### config.mk
export PLATFORM = sky130hd
export DESIGN_NAME = hack_pc_flat
export DESIGN_NICKNAME = d
export VERILOG_FILES = /design/src/rtl/hack_pc_if.sv /design/src/rtl/hack_pc.sv /design/src/flat_wrapper.sv
export SDC_FILE = /design/constraint.sdc
export NUM_CORES = 1
export LEC_CHECK = 0
export CORE_ASPECT_RATIO = 0.6
export CORE_MARGIN = 2
export CORE_UTILIZATION = 35
export DETAILED_ROUTE_END_ITERATION = 16
export HOLD_SLACK_MARGIN = 0.08
export SYNTH_ARGS = -nofsm -noshare
export SYNTH_HDL_FRONTEND = slang
export SYNTH_SLANG_ARGS = --single-unit
### constraint.sdc
create_clock -name clk -period 4.9 [get_ports clk]
set_input_delay 0.98 -clock clk [delete_from_list [all_inputs] [get_ports clk]]
set_output_delay 0.98 -clock clk [all_outputs]
set_load 0.03 [all_outputs]
### src/rtl/hack_pc_if.sv
// Bundle between the Hack CPU core and its program counter:
// control/ALU flags and jump target in, fetch address and status out.
interface hack_pc_if #(
  parameter int WIDTH = 15
);
  logic             soft_reset;
  logic             stall;
  logic             jump_en;
  logic [2:0]       j;
  logic             zr;
  logic             ng;
  logic [WIDTH-1:0] target;
  logic [WIDTH-1:0] pc;
  logic             jumped;
  logic             halted;

  // Core side: drives control and flags, observes the fetch address.
  modport master (
    output soft_reset, stall, jump_en, j, zr, ng, target,
    input  pc, jumped, halted
  );

  // Program-counter side.
  modport slave (
    input  soft_reset, stall, jump_en, j, zr, ng, target,
    output pc, jumped, halted
  );
endinterface

### src/rtl/hack_pc.sv
// Hack program counter with conditional jumps, stall, soft reset and
// optional detection of the "jump to self" idiom used to end programs.
//
// state | meaning
// ------+---------------------------------------------------------------
// RUN   | normal fetch: soft_reset > stall > taken jump > increment
// HALT  | jump-to-self seen; pc frozen until soft_reset or nrst
module hack_pc #(
  parameter int WIDTH       = 15,
  parameter bit HALT_DETECT = 1'b1
) (
  input logic   clk,
  input logic   nrst,
  hack_pc_if.slave bus
);

  // The state register doubles as the halted output.
  typedef enum logic {
    RUN  = 1'b0,
    HALT = 1'b1
  } state_t;

  state_t           state_q;
  logic [WIDTH-1:0] pc_q;
  logic             jumped_q;
  logic             take;
  logic             self_jump;
  logic [WIDTH-1:0] pc_inc;

  // Jump condition: j = {lt, eq, gt} matched against the ALU result sign/zero.
  assign take = bus.jump_en & ((bus.j[2] & bus.ng) |
                               (bus.j[1] & bus.zr) |
                               (bus.j[0] & ~bus.ng & ~bus.zr));

  assign self_jump = HALT_DETECT && (bus.target == pc_q);
  assign pc_inc    = pc_q + WIDTH'(1);

  // PC update and RUN/HALT control; all outputs come straight from flops.
  always_ff @(posedge clk or negedge nrst) begin
    if (!nrst) begin
      pc_q     <= '0;
      jumped_q <= 1'b0;
      state_q  <= RUN;
    end else if (bus.soft_reset) begin
      pc_q     <= '0;
      jumped_q <= 1'b0;
      state_q  <= RUN;
    end else begin
      case (state_q)
        RUN: begin
          if (bus.stall) begin
            // hold everything; a self-jump while stalled is not a halt
          end else if (take) begin
            pc_q     <= bus.target;
            jumped_q <= 1'b1;
            if (self_jump) state_q <= HALT;
          end else begin
            pc_q     <= pc_inc;
            jumped_q <= 1'b0;
          end
        end
        HALT: begin
          jumped_q <= 1'b0;
        end
        default: begin
          state_q <= RUN;
        end
      endcase
    end
  end

  assign bus.pc     = pc_q;
  assign bus.jumped = jumped_q;
  assign bus.halted = (state_q == HALT);

endmodule

### src/flat_wrapper.sv
// flat-port wrapper written by rule: the top's interface ports become plain ports
module hack_pc_flat 
#(
  parameter int WIDTH       = 15,
  parameter bit HALT_DETECT = 1'b1
)
  (clk, nrst, bus_soft_reset, bus_stall, bus_jump_en, bus_j, bus_zr, bus_ng, bus_target, bus_pc, bus_jumped, bus_halted);
  hack_pc_if #(.WIDTH(WIDTH)) bus_i ();
  input logic clk;
  input logic nrst;
  input wire logic [$bits(bus_i.soft_reset)-1:0] bus_soft_reset;
  input wire logic [$bits(bus_i.stall)-1:0] bus_stall;
  input wire logic [$bits(bus_i.jump_en)-1:0] bus_jump_en;
  input wire logic [$bits(bus_i.j)-1:0] bus_j;
  input wire logic [$bits(bus_i.zr)-1:0] bus_zr;
  input wire logic [$bits(bus_i.ng)-1:0] bus_ng;
  input wire logic [$bits(bus_i.target)-1:0] bus_target;
  output wire logic [$bits(bus_i.pc)-1:0] bus_pc;
  output wire logic [$bits(bus_i.jumped)-1:0] bus_jumped;
  output wire logic [$bits(bus_i.halted)-1:0] bus_halted;
  assign bus_i.soft_reset = bus_soft_reset;
  assign bus_i.stall = bus_stall;
  assign bus_i.jump_en = bus_jump_en;
  assign bus_i.j = bus_j;
  assign bus_i.zr = bus_zr;
  assign bus_i.ng = bus_ng;
  assign bus_i.target = bus_target;
  assign bus_pc = bus_i.pc;
  assign bus_jumped = bus_i.jumped;
  assign bus_halted = bus_i.halted;
  hack_pc #(.WIDTH(WIDTH), .HALT_DETECT(HALT_DETECT)) u_core (.clk(clk), .nrst(nrst), .bus(bus_i));
endmodule
==> metrics.txt <==
Post-synth EDFFs 0; DR pass1 iterations 4; Synth Area in XOR/XNOR 0.0973; Post-DP Area 1770 sq um; Clk pin slew, worst setup/hold paths 0.08 ns; Synth Area in Compound Gates 0.179; die area 4390 sq um; DRT antenna net count 0; post-detailed-routing wire length 4210 um; max_slew headroom 0.401; kind of critical path input port to flip-flop; Simple-Gate Fraction of Synth Area 0.229; async set or reset register ratio after synthesis 1.00; Worst R2R Start u_core.bus.pc[0]; Worst Tran Pin Value 0.899 ns; Fin Clk Skew 0.00817 ns; Die H 52.1 um; Tmin final 2.96 ns; Vias 1404; vias in the first global route 1369; Worst Path Required 5.01 ns; largest net degree at the start of global routing 20; Mean Syn Cell Area 8.77 sq um; main combinational cell family by area after synthesis simple AND/OR/NAND/NOR gates; Layout Nets 219; synthesized cell area 1350 sq um; H-tree lvl count 1; Detail Placement HPWL 2960 um; hold_sp u_core.bus.halted; Root Driver clkbuf_8; Mapped Cells 154; global-route wire length before repair 6820 um; PD cells 209 nW/um^2; Final Hold Fails 0; Synth cell types 38; top cells by count, synth dfrtp_1 (17), mux2i_1 (12), inv_1 (11), xnor2_1 (11); Crit. End Element flip-flop; total track usage 0.201; P&R area growth vs syn 34.4%; fmax 0.338 GHz; Peak VDD IR 0.0995 mV; leakage 0.670 nW; grt ovf 0; initial core utilization 0.367; Die W 84.2 um; clk_lat worst skew 0.26 ns; hold-critical path depth 1; Synth Area in Adders 0.00927; Ys Warns 0; number of diodes 0; Seq/Total Area, Yosys 0.315; # DRC 0; post-synth top area share 0.315; status complete, no violations; Worst EP arrival 3.07 ns; CTS buffer count 3; Min-Delay Path Class flip-flop to flip-flop; syn_nets 180; drt via density 5.87; Buffers on Ports 41; post-cts gate resize count 0; placed cells 235; Synth Register Bits 17; Final TNS setup 0 ns; routability congestion estimate 0.841; # hold bufs at CTS 0; layout cells sized above 1 0.0573; most common cell in the netlist dfrtp_1; origin of the worst setup path bus_ng; post-CTS setup buffers 0; Initial DRC Count 156; Post-synth top flop dfrtp_1; Max Cap Viol 0; Finish-stage setup viols 0; crit-path max FO 19; final period utilization 0.604; post-synthesis mux area share 0.0973; final slew viol count 0; CTS tree yes; Worst Reg-to-Reg Cells 5; top cells by area, synth dfrtp_1 (32%), mux2i_1 (8.9%), xnor2_1 (7.1%); # IOs 42; row count 17; RSZ-0062 raised after global routing false; Sink Count 17; cell area after layout 1810 sq um; initial antenna violation count 0; Core Footprint 3680 sq um; Max clock buf depth 2; wire per inst 17.6 um; count of non-filler cells in the finished layout 239; Worst setup SP type input port; post-synth top area cell dfrtp_1; Hold WS 0.522 ns
power breakdown:
group | switching [W] | leakage, nW | internal (W)
combinational | 0.0000562 | 0.416 | 0.0000526
sequential | 0.0000136 | 0.232 | 0.000147
clock | 0.0000529 | 0.0228 | 0.0000578
registers in the layout (all words and copies together), names as in the netlist:
| register | count |
|---|---|
| u_core.bus.halted | 1 |
| u_core.bus.pc | 15 |
| u_core.bus.jumped | 1 |
kinds of logic (layout without fill, tap and decap cells):
kind of cell	after synthesis	after routing
compound gates	33	33
xor+xnor	15	15
fa+ha+maj	1	1
buf+inv	19	57
flops	17	17
mux	13	13
simple gates	56	56
routing by layer:
metal	global-route usage	vias up	wire length, um
met5	0	-	0
met4	0.0323	0	25
met3	0.0556	4	328
met2	0.331	70	1890
met1	0.271	679	1960
li1	-	651	-
cells in the final DEF, fill, tap and decap left out, types with 8 or more instances in the layout:
| master | synthesis | routed |
|---|---|---|
| nor2_1 | 10 | 10 |
| xnor2_1 | 11 | 11 |
| mux2i_1 | 12 | 12 |
| nand2_1 | 10 | 10 |
| clkdlybuf4s50_1 | 0 | 41 |
| a21oi_1 | 10 | 10 |
| nor4_1 | 8 | 8 |
| dfrtp_1 | 17 | 17 |
| inv_1 | 11 | 11 |
| o32ai_1 | 9 | 9 |
path summary, 6_finish.rpt:
check,slack [ns],endpoint
min reg2reg,0.52,u_core.bus.jumped
min in group asynchronous,1.21,u_core.bus.pc[4]
max in group asynchronous,3.14,u_core.bus.pc[14]
max reg2reg,2.89,u_core.bus.pc[14]
max,1.94,u_core.bus.pc[9]
min,0.52,u_core.bus.jumped
critical path, stage by stage:
cell and delay [ns]:
clkdlybuf4s50_1 0.42, a22o_1 0.25, o21ai_2 0.72, buf_4 0.35, mux2i_1 0.23, o32ai_1 0.12
layout make-up:
class                           instances  area, sq um
Inverter                               11         41.3
Clock buffer                            4         45.0
Sequential cell                        17          425
Multi-Input combinational cell        118          826
Tap cell                               47         58.8
Timing Repair Buffer                   42          418
Fill cell                             359         1870
metrics by stage:
| step | total power (W) | util | setup WS, ns |
|---|---|---|---|
| floorplan | 0.000222 | - | 2.79 |
| global placement | 0.000270 | 0.481 | 1.78 |
| detailed placement | 0.000271 | 0.481 | 1.69 |
| CTS | 0.000385 | 0.493 | 1.96 |
| global route | 0.000403 | 0.493 | 1.80 |
| finish | 0.000380 | 0.493 | 1.94 |
Power figures use the tool's default switching activity.
